**src/rtl/buzzer_pkg.sv**
```systemverilog
// ---------------------------------------------------------------------------
// buzzer_pkg
// Shared definitions for the Buzzer note prefetcher:
//   - AHB-Lite transfer-type and size encodings used by the fetch master
//   - note entry field positions and the end-of-song nibble
//   - the prefetch FSM state type
//   - is_marker(): true when a 16-bit note entry is the end-of-song marker
// ---------------------------------------------------------------------------
package buzzer_pkg;

    localparam logic [1:0] HTRANS_IDLE   = 2'b00;
    localparam logic [1:0] HTRANS_NONSEQ = 2'b10;
    localparam logic [2:0] HSIZE_WORD    = 3'b010;

    localparam logic [3:0] NOTE_END_NIB  = 4'hF;

    // Note entry layout: [15:12] marker nibble, [11:8] beat, [7:0] tune
    localparam int NOTE_MARK_MSB = 15;
    localparam int NOTE_MARK_LSB = 12;
    localparam int NOTE_BEAT_MSB = 11;
    localparam int NOTE_BEAT_LSB = 8;
    localparam int NOTE_TUNE_MSB = 7;
    localparam int NOTE_TUNE_LSB = 0;

    typedef enum logic [2:0] {
        IDLE,
        ADDR,
        DATA,
        END,
        DRAIN
    } state_t;

    function automatic logic is_marker(input logic [15:0] entry);
        return entry[NOTE_MARK_MSB:NOTE_MARK_LSB] == NOTE_END_NIB;
    endfunction

endpackage

```
**src/rtl/note_prefetch_if.sv**
```systemverilog
// ---------------------------------------------------------------------------
// note_prefetch_if
// Bundles the AHB-Lite read-master signals and the note valid/ready stream
// of the Buzzer note prefetcher.
//   master modport : the prefetcher (drives HADDR/HTRANS/HWRITE/HSIZE and
//                    note_valid/note_data; receives HRDATA/HREADY/note_ready)
//   slave modport  : the memory + channel-controller side
// ---------------------------------------------------------------------------
interface note_prefetch_if;

    logic [31:0] HADDR;
    logic [1:0]  HTRANS;
    logic        HWRITE;
    logic [2:0]  HSIZE;
    logic [31:0] HRDATA;
    logic        HREADY;

    logic        note_valid;
    logic [15:0] note_data;
    logic        note_ready;

    modport master (
        output HADDR,
        output HTRANS,
        output HWRITE,
        output HSIZE,
        input  HRDATA,
        input  HREADY,
        output note_valid,
        output note_data,
        input  note_ready
    );

    modport slave (
        input  HADDR,
        input  HTRANS,
        input  HWRITE,
        input  HSIZE,
        output HRDATA,
        output HREADY,
        input  note_valid,
        input  note_data,
        output note_ready
    );

endinterface

```
**src/rtl/note_fifo.sv**
```systemverilog
// ---------------------------------------------------------------------------
// note_fifo
// Small synchronous FIFO of 16-bit note entries that accepts 0, 1 or 2
// pushes and 1 pop in the same cycle. Built as a shift register so that the
// head entry and the valid flag come straight out of flops.
// Ports:
//   clk, rst_n        clock, synchronous active-low reset
//   flush             empty the FIFO (wins over push and pop)
//   push_n[1:0]       number of entries to push this cycle (0..2)
//   push_lo, push_hi  first and second entry pushed
//   pop               remove the head entry (only while valid)
//   count             number of stored entries
//   head              head entry (zero when empty after reset/flush)
//   valid             FIFO not empty
// ---------------------------------------------------------------------------
module note_fifo #(
    parameter int DEPTH = 4
) (
    input  logic                       clk,
    input  logic                       rst_n,
    input  logic                       flush,
    input  logic [1:0]                 push_n,
    input  logic [15:0]                push_lo,
    input  logic [15:0]                push_hi,
    input  logic                       pop,
    output logic [$clog2(DEPTH):0]     count,
    output logic [15:0]                head,
    output logic                       valid
);

    localparam int CW = $clog2(DEPTH) + 1;

    logic [15:0]   mem_reg   [DEPTH];
    logic [15:0]   slot_next [DEPTH];
    logic [CW-1:0] count_reg;
    logic [CW-1:0] count_next;
    logic [CW-1:0] wr_base;
    logic          valid_reg;

    // Pushed entries land just behind whatever survives this cycle's pop.
    assign wr_base    = count_reg - CW'(pop);
    assign count_next = wr_base + CW'(push_n);

    for (genvar gi = 0; gi < DEPTH; gi++) begin : g_slot
        logic [15:0] shifted;
        if (gi < DEPTH - 1) begin : g_mid
            assign shifted = pop ? mem_reg[gi + 1] : mem_reg[gi];
        end else begin : g_last
            assign shifted = pop ? 16'h0000 : mem_reg[gi];
        end
        assign slot_next[gi] =
            ((push_n != 2'd0) && (wr_base == CW'(gi)))             ? push_lo :
            ((push_n == 2'd2) && ((wr_base + CW'(1)) == CW'(gi)))  ? push_hi :
                                                                     shifted;
    end

    always_ff @(posedge clk) begin
        if (!rst_n || flush) begin
            for (int i = 0; i < DEPTH; i++) begin
                mem_reg[i] <= '0;
            end
            count_reg <= '0;
            valid_reg <= 1'b0;
        end else begin
            for (int i = 0; i < DEPTH; i++) begin
                mem_reg[i] <= slot_next[i];
            end
            count_reg <= count_next;
            valid_reg <= (count_next != '0);
        end
    end

    assign count = count_reg;
    assign head  = mem_reg[0];
    assign valid = valid_reg;

endmodule

```
**src/rtl/note_prefetch.sv**
```systemverilog
// ---------------------------------------------------------------------------
// note_prefetch
// Upstream feeder for one Buzzer playback channel. Reads packed note words
// over AHB-Lite (one single transfer outstanding), splits each word into two
// 16-bit entries (low half first), buffers them in note_fifo and presents
// them on a valid/ready stream. Fetching stops at the end-of-song marker and
// done pulses once the consumer takes that marker.
// Ports:
//   clk, rst_n   clock, synchronous active-low reset
//   start        pulse: latch base_addr and begin fetching (IDLE only)
//   stop         pulse: abort fetching and flush; beats start
//   base_addr    word address of the first note word ([1:0] ignored)
//   busy         block not idle
//   done         one-cycle pulse after the marker handshake
//   bus          AHB-Lite master + note stream (note_prefetch_if.master)
// ---------------------------------------------------------------------------
module note_prefetch
    import buzzer_pkg::*;
#(
    parameter int DEPTH = 4
) (
    input  logic            clk,
    input  logic            rst_n,
    input  logic            start,
    input  logic            stop,
    input  logic [31:0]     base_addr,
    output logic            busy,
    output logic            done,
    note_prefetch_if.master bus
);

    localparam int CW = $clog2(DEPTH) + 1;

    state_t        state_reg;
    logic [31:0]   ptr_reg;
    logic [31:0]   haddr_reg;
    logic [1:0]    htrans_reg;
    logic          busy_reg;
    logic          done_reg;

    logic [CW-1:0] fifo_count;
    logic [CW-1:0] count_after;
    logic [15:0]   fifo_head;
    logic          fifo_valid;

    logic [31:0]   start_addr;
    logic [31:0]   ptr_inc;
    logic          lo_mark;
    logic          hi_mark;
    logic          song_end;
    logic          addr_accepted;
    logic          data_done;
    logic          pop;
    logic          flush;
    logic          room;
    logic [1:0]    push_n;

    assign start_addr    = base_addr & ~32'h0000_0003;
    assign ptr_inc       = ptr_reg + 32'd4;

    assign lo_mark       = is_marker(bus.HRDATA[15:0]);
    assign hi_mark       = is_marker(bus.HRDATA[31:16]);
    assign song_end      = lo_mark | hi_mark;

    assign addr_accepted = (state_reg == ADDR) && (htrans_reg == HTRANS_NONSEQ) && bus.HREADY;
    assign data_done     = (state_reg == DATA) && bus.HREADY && !stop;

    // A marker in the low half ends the song; the high half is never stored.
    assign push_n        = !data_done ? 2'd0 : (lo_mark ? 2'd1 : 2'd2);
    assign pop           = fifo_valid & bus.note_ready;

    // start flushes leftovers from IDLE; stop flushes from any busy state.
    assign flush         = stop ? (state_reg != IDLE) : ((state_reg == IDLE) && start);

    // Occupancy after this cycle's push/pop decides whether the next cycle
    // may issue a fetch. Until that word returns the FIFO can only drain, so
    // two free slots now guarantee both halves fit on arrival.
    assign count_after   = flush ? '0 : (fifo_count + CW'(push_n) - CW'(pop));
    assign room          = count_after <= CW'(DEPTH - 2);

    note_fifo #(
        .DEPTH (DEPTH)
    ) u_fifo (
        .clk     (clk),
        .rst_n   (rst_n),
        .flush   (flush),
        .push_n  (push_n),
        .push_lo (bus.HRDATA[15:0]),
        .push_hi (bus.HRDATA[31:16]),
        .pop     (pop),
        .count   (fifo_count),
        .head    (fifo_head),
        .valid   (fifo_valid)
    );

    // HTRANS/HADDR are computed one cycle ahead so the bus sees registered
    // values: the NONSEQ for the next word is launched on the same edge that
    // captures the current word, giving one word every two cycles.
    always_ff @(posedge clk) begin
        if (!rst_n) begin
            state_reg  <= IDLE;
            ptr_reg    <= '0;
            haddr_reg  <= '0;
            htrans_reg <= HTRANS_IDLE;
            busy_reg   <= 1'b0;
            done_reg   <= 1'b0;
        end else begin
            done_reg <= 1'b0;
            case (state_reg)
                IDLE: begin
                    if (start && !stop) begin
                        ptr_reg    <= start_addr;
                        haddr_reg  <= start_addr;
                        htrans_reg <= HTRANS_NONSEQ;
                        state_reg  <= ADDR;
                        busy_reg   <= 1'b1;
                    end
                end
                ADDR: begin
                    if (addr_accepted) begin
                        htrans_reg <= HTRANS_IDLE;
                        state_reg  <= stop ? DRAIN : DATA;
                    end else if (stop) begin
                        htrans_reg <= HTRANS_IDLE;
                        state_reg  <= IDLE;
                        busy_reg   <= 1'b0;
                    end else if ((htrans_reg == HTRANS_IDLE) && room) begin
                        htrans_reg <= HTRANS_NONSEQ;
                        haddr_reg  <= ptr_reg;
                    end
                end
                DATA: begin
                    if (stop) begin
                        if (bus.HREADY) begin
                            state_reg <= IDLE;
                            busy_reg  <= 1'b0;
                        end else begin
                            state_reg <= DRAIN;
                        end
                    end else if (bus.HREADY) begin
                        ptr_reg <= ptr_inc;
                        if (song_end) begin
                            state_reg <= END;
                        end else begin
                            state_reg <= ADDR;
                            if (room) begin
                                htrans_reg <= HTRANS_NONSEQ;
                                haddr_reg  <= ptr_inc;
                            end
                        end
                    end
                end
                END: begin
                    if (stop) begin
                        state_reg <= IDLE;
                        busy_reg  <= 1'b0;
                    end else if (pop && is_marker(fifo_head)) begin
                        done_reg  <= 1'b1;
                        state_reg <= IDLE;
                        busy_reg  <= 1'b0;
                    end
                end
                DRAIN: begin
                    // The aborted transfer must still complete on the bus.
                    if (bus.HREADY) begin
                        state_reg <= IDLE;
                        busy_reg  <= 1'b0;
                    end
                end
                default: begin
                    state_reg  <= IDLE;
                    htrans_reg <= HTRANS_IDLE;
                    busy_reg   <= 1'b0;
                end
            endcase
        end
    end

    assign bus.HADDR      = haddr_reg;
    assign bus.HTRANS     = htrans_reg;
    assign bus.HWRITE     = 1'b0;
    assign bus.HSIZE      = HSIZE_WORD;
    assign bus.note_valid = fifo_valid;
    assign bus.note_data  = fifo_head;
    assign busy           = busy_reg;
    assign done           = done_reg;

endmodule
```
**src/flat_wrapper.sv**
```systemverilog
// flat-port wrapper written by rule: the top's interface ports become plain ports
module note_prefetch_flat import buzzer_pkg::*;
#(
    parameter int DEPTH = 4
)
  (clk, rst_n, start, stop, base_addr, busy, done, bus_HADDR, bus_HTRANS, bus_HWRITE, bus_HSIZE, bus_HRDATA, bus_HREADY, bus_note_valid, bus_note_data, bus_note_ready);
  note_prefetch_if bus_i ();
  input  logic clk;
  input  logic rst_n;
  input  logic start;
  input  logic stop;
  input  logic [31:0] base_addr;
  output logic busy;
  output logic done;
  output wire logic [$bits(bus_i.HADDR)-1:0] bus_HADDR;
  output wire logic [$bits(bus_i.HTRANS)-1:0] bus_HTRANS;
  output wire logic [$bits(bus_i.HWRITE)-1:0] bus_HWRITE;
  output wire logic [$bits(bus_i.HSIZE)-1:0] bus_HSIZE;
  input wire logic [$bits(bus_i.HRDATA)-1:0] bus_HRDATA;
  input wire logic [$bits(bus_i.HREADY)-1:0] bus_HREADY;
  output wire logic [$bits(bus_i.note_valid)-1:0] bus_note_valid;
  output wire logic [$bits(bus_i.note_data)-1:0] bus_note_data;
  input wire logic [$bits(bus_i.note_ready)-1:0] bus_note_ready;
  assign bus_HADDR = bus_i.HADDR;
  assign bus_HTRANS = bus_i.HTRANS;
  assign bus_HWRITE = bus_i.HWRITE;
  assign bus_HSIZE = bus_i.HSIZE;
  assign bus_i.HRDATA = bus_HRDATA;
  assign bus_i.HREADY = bus_HREADY;
  assign bus_note_valid = bus_i.note_valid;
  assign bus_note_data = bus_i.note_data;
  assign bus_i.note_ready = bus_note_ready;
  note_prefetch #(.DEPTH(DEPTH)) u_core (.clk(clk), .rst_n(rst_n), .start(start), .stop(stop), .base_addr(base_addr), .busy(busy), .done(done), .bus(bus_i));
endmodule
```
**config.mk**
```make
export PLATFORM = sky130hd
export DESIGN_NAME = note_prefetch_flat
export DESIGN_NICKNAME = d
export VERILOG_FILES = /design/src/rtl/buzzer_pkg.sv /design/src/rtl/note_prefetch_if.sv /design/src/rtl/note_fifo.sv /design/src/rtl/note_prefetch.sv /design/src/flat_wrapper.sv
export SDC_FILE = /design/constraint.sdc
export NUM_CORES = 1
export LEC_CHECK = 0
export BUFFER_PORTS_ARGS = -buffer_cell sky130_fd_sc_hd__clkbuf_2
export CAP_MARGIN = 40
export CORE_ASPECT_RATIO = 1.2
export CORE_UTILIZATION = 45
export DETAILED_ROUTE_END_ITERATION = 7
export GPL_ROUTABILITY_DRIVEN = 0
export PLACE_DENSITY = 0.73
export REMOVE_ABC_BUFFERS = 1
export SETUP_SLACK_MARGIN = 0.3
export SLEW_MARGIN = 20
export SYNTH_ARGS = -nofsm -noshare
export SYNTH_HDL_FRONTEND = slang
export SYNTH_SLANG_ARGS = --single-unit
```
**constraint.sdc**
```tcl
create_clock -name clk -period 4.78 [get_ports clk]
set_input_delay 0.717 -clock clk [delete_from_list [all_inputs] [get_ports clk]]
set_output_delay 0.717 -clock clk [all_outputs]
set_load 0.01 [all_outputs]
```
==> out/results.txt <==
The number of hold-repair buffers added at the cts stage is 0, and the average cell area after synthesis is 7.84 um2. In the final layout, the multi-input gates occupy 4580 um2. The tool flagged a number of max-cap violations equal to 0. Setup slack on the worst reg-to-reg path comes out at 0.99 ns. Measured along the x axis, the die boundary spans 122 um. Along the worst hold path, the cell count comes to 2. Counting cells, the worst reg-to-reg path comes to 13. The class of the worst hold path is register to register.

The effective utilization at floorplan was 45.9%. Area of the mapped netlist: 7730 um2. For this design, the slowest cell found on the critical path is sky130_fd_sc_hd__dfxtp_1.

After clock tree synthesis, the clock-pin slew on the worst setup and hold paths is 0.06 ns. The worst pin sits at a relative slew slack of 42.5%. The maximum cell stage delay along the critical path was 0.66 ns; the shortest period the worst path allows was 3.79 ns. Counting flops with an async set or reset pin after synthesis yields a share of 0%. Top cell type by total area after synthesis: sky130_fd_sc_hd__dfxtp_1. Synthesis produced a netlist whose cell count is 986. For this run the aggregate overflow at the end of global routing stands at 0. For the worst setup path, the data arrival time is 4.10 ns.

The run gives 52 as the number of cell rows. Post-CTS timing repair inserted 0 buffers for setup. The H-tree was split into 4 levels. At the end of the flow, the number of nets in the layout was 1,141. TritonCTS built the clock tree. The portion of the post-synthesis area used by sequential elements is 35.0%, and the ratio of routed vias to standard cells is 6.39. STA puts the critical path data required time at 5.09 ns. The run gives 0.230 mV as the maximum vdd ir drop. Finished layout cell area: 9090 um2. For this block, the via count after detailed routing is 8,238. Setup repair after global routing left no endpoint under its margin. The number of clock buffers added by TritonCTS is 17.

Timing would allow up to 264 MHz. The count of synthesis-stage warnings from yosys was 0; the number of storage elements in the synthesis netlist was 135. The later pin in the worst-skew pair is clocked with a latency of 0.42 ns.

The number of different library cells used by synthesis comes to 75. The run gives 0 as the post-route antenna net violation count. The I/O pin count came out at 127. The power per cell area is 366 nW/um2. The repair_antennas step left the layout with diodes totalling 0. Measured along the y axis, the die boundary spans 146 um. The logs give 37 for the pin count of the biggest net entering global routing and 0 for the DRC violation count after routing.

Among all flip-flop cells after synthesis, the most frequent one is sky130_fd_sc_hd__dfxtp_1. The setup skew after layout is 0.0106 ns, and the total power of the final layout is 3330 uW. The tree built by TritonCTS fans out to 135 sinks.

For this run, the share of the core covered by cells in the final layout is 53.9%. The worst setup path is of the register to register kind. In the final layout, the share of cells above drive strength 1 is 19.3%.

The startpoint identified for the worst register-to-register timing path is u_core.state_reg[1]. The worst register-to-register path ends at u_core.bus.HADDR[26]. During placement, the flow inserted port buffers numbering 119. The worst hold path startpoint is u_core.bus.HADDR[1]. The run gives 0.00351 uW as the static leakage power.

STA classifies the critical path startpoint as a register. After detailed routing, the total wire length is 23,900 um. The buffer depth of the longest clock path came out at 2.

The top cell type by area accounts for 35.0% of the synthesized area. The detailed-route wire length per cell was 18.5 um. Number of failing hold endpoints at the final stage: 0. The logs give 0 for the number of pins with negative max-slew slack in the final report and 27.2% for the global router's overall resource usage.

Once placement finished, the instance area stood at 8470 um2. The flow ran to the end, and the final reports show no timing, DRC or antenna violations. The critical path contains buffers and inverters numbering 2 combined.

The tools report the number of antenna violations at the first check in global routing as 0. The kind of cell with the highest combined delay along the critical path is simple AND/OR/NAND/NOR gates. After clock tree synthesis, the repair step resized 0 gates.

Setup violations remaining at the end of the flow were counted as 0. Sorting the synthesized cells by area gives the leading types as sky130_fd_sc_hd__dfxtp_1 35%, sky130_fd_sc_hd__a31oi_1 6.6%, sky130_fd_sc_hd__a22o_1 5.4%, sky130_fd_sc_hd__nand2_1 5.3%, sky130_fd_sc_hd__nor2_1 5.2%. At the pin with the least slew margin, the transition time is 0.858 ns. Across the whole layout, storage elements account for 2700 um2. Of all nets on the critical path, the largest fanout is 16.

The placeable core area is 16,900 um2. The wire-length estimate of the detail-placed layout is 15,500 um. First-iteration detailed-routing DRC count: 899. The library cell used as clock root buffer was sky130_fd_sc_hd__clkbuf_16.

In this run the worst setup path begins at u_core.state_reg[1]. Walking the worst path, the cells encountered are nand3b_1, nor2_1, nand2_1, ha_1, inv_1, ha_1, inv_1, fa_1, xor3_1, o21ai_1, o311a_1, or4_1, o221a_2. The logs give 1,586 for the fill cell total of the finished layout and 6 for the number of detailed-route iterations in the first pass. The number of global-route vias before repair is 7,618, and the area growth from synthesis to layout is 17.5%.

STA classifies the critical path endpoint as a register. The path with the worst hold slack has its endpoint at u_core.bus.HADDR[1]. The first global-routing pass estimated 38,300 um of wire. The number of flops mapped to enable cells by yosys works out to 0.

The register with the most flip-flops in the layout has 64 of them. The die covers 17,700 um2. The worst path uses 79.3% of the clock period.
## cell usage in the layout (no fill, tap or decap), types with 6 or more instances in the layout
| cell type | count |
|---|---|
| sky130_fd_sc_hd__a222oi_1 | 16 |
| sky130_fd_sc_hd__and4_1 | 7 |
| sky130_fd_sc_hd__o21ai_0 | 55 |
| sky130_fd_sc_hd__buf_4 | 30 |
| sky130_fd_sc_hd__nor2_1 | 107 |
| sky130_fd_sc_hd__a31oi_1 | 81 |
| sky130_fd_sc_hd__and3_1 | 10 |
| sky130_fd_sc_hd__nor4_1 | 13 |
| sky130_fd_sc_hd__a221oi_1 | 6 |
| sky130_fd_sc_hd__o21a_1 | 7 |
| sky130_fd_sc_hd__ha_1 | 8 |
| sky130_fd_sc_hd__nand4_1 | 21 |
| sky130_fd_sc_hd__and2_1 | 13 |
| sky130_fd_sc_hd__a311oi_1 | 20 |
| sky130_fd_sc_hd__dfxtp_1 | 135 |
| sky130_fd_sc_hd__o221a_2 | 6 |
| sky130_fd_sc_hd__nand3_1 | 18 |
| sky130_fd_sc_hd__a22o_1 | 48 |
| sky130_fd_sc_hd__clkbuf_2 | 119 |
| sky130_fd_sc_hd__inv_1 | 20 |
| sky130_fd_sc_hd__clkbuf_16 | 17 |
| sky130_fd_sc_hd__a21oi_1 | 60 |
| sky130_fd_sc_hd__a211oi_1 | 13 |
| sky130_fd_sc_hd__mux2i_1 | 17 |
| sky130_fd_sc_hd__nand2_1 | 109 |
| sky130_fd_sc_hd__nor3_1 | 12 |
## cell families (layout without fill, tap and decap cells)
logic type,count (synthesis),after routing,synth area share [%]
buffers and inverters,117,202,6.57
adders and majority gates,10,10,1.81
and+or+nand+nor,346,346,21.7
DFF,135,135,35.0
xor gates and xnor gates,3,3,0.534
AOI/OAI and AO/OA,356,356,32.2
other,2,5,0.0971
muxes,17,17,2.20
## final cells by class
cell class / count / share of cell area (%)
multi-input cells: 737 / 50.3
flip-flops and latches: 135 / 29.7
repair buffers: 150 / 9.33
clock buffers: 20 / 5.13
well taps: 216 / 2.97
clock inverters: 12 / 1.65
inverters: 20 / 0.826
## worst reg2reg max path, stage by stage (launching register included)
cell                       delay (ns)
sky130_fd_sc_hd__dfxtp_1         0.66
sky130_fd_sc_hd__nand3b_1        0.34
sky130_fd_sc_hd__nor2_1          0.21
sky130_fd_sc_hd__nand2_1         0.10
sky130_fd_sc_hd__ha_1            0.27
sky130_fd_sc_hd__inv_1           0.05
sky130_fd_sc_hd__ha_1            0.13
sky130_fd_sc_hd__inv_1           0.05
sky130_fd_sc_hd__fa_1            0.36
sky130_fd_sc_hd__xor3_1          0.22
sky130_fd_sc_hd__o21ai_1         0.16
sky130_fd_sc_hd__o311a_1         0.37
sky130_fd_sc_hd__or4_1           0.51
sky130_fd_sc_hd__o221a_2         0.24
## stage by stage
stage	setup WS [ns]	instances	TNS, ns	hold slack [ns]
5_1_grt	0.693	1290	0	0.490
3_3_place_gp	0.749	1257	0	0.439
4_1_cts	0.986	1290	0	0.451
3_5_place_dp	0.687	1258	0	0.442
2_1_floorplan	-0.362	892	-10.03	0.449
6_report	0.988	1290	0	0.447
## Yosys cell counts (14+ instances only)
library cell / n
sky130_fd_sc_hd__a21oi_1: 60
sky130_fd_sc_hd__a222oi_1: 16
sky130_fd_sc_hd__a22o_1: 48
sky130_fd_sc_hd__a311oi_1: 20
sky130_fd_sc_hd__a31oi_1: 81
sky130_fd_sc_hd__buf_2: 22
sky130_fd_sc_hd__clkbuf_1: 65
sky130_fd_sc_hd__dfxtp_1: 135
sky130_fd_sc_hd__inv_1: 20
sky130_fd_sc_hd__mux2i_1: 17
sky130_fd_sc_hd__nand2_1: 109
sky130_fd_sc_hd__nand3_1: 18
sky130_fd_sc_hd__nand4_1: 21
sky130_fd_sc_hd__nor2_1: 108
sky130_fd_sc_hd__nor3_1: 14
sky130_fd_sc_hd__o21ai_0: 55
## how the worst max path moves through the flow
stage | slack, ns | to | depth (start not counted)
floorplan | -0.36 | u_core.bus.HADDR[10] | 13
global placement | 0.75 | u_core.bus.HADDR[26] | 14
detailed placement | 0.69 | u_core.bus.HADDR[26] | 14
CTS | 0.99 | u_core.bus.HADDR[26] | 13
global route | 0.69 | u_core.bus.HADDR[23] | 14
finish | 0.99 | u_core.bus.HADDR[26] | 13
## power by group
part	internal [uW]	total (uW)	switching [uW]
sequential	1200	1280	75.0
combinational	253	681	428
clock	859	1370	513
## routing by layer
| layer | part of all wire [%] | wire (um) | vias up | track usage [%] |
|---|---|---|---|---|
| met3 | 7.6 | 1800 | 73 | 4.55 |
| met1 | 40 | 9550 | 3869 | 31.6 |
| met5 | 0 | 0 | - | 0 |
| met4 | 3.3 | 779 | 0 | 14.3 |
| li1 | - | - | 3870 | - |
| met2 | 49 | 11700 | 426 | 47.3 |
Power figures use the tool's default switching activity.
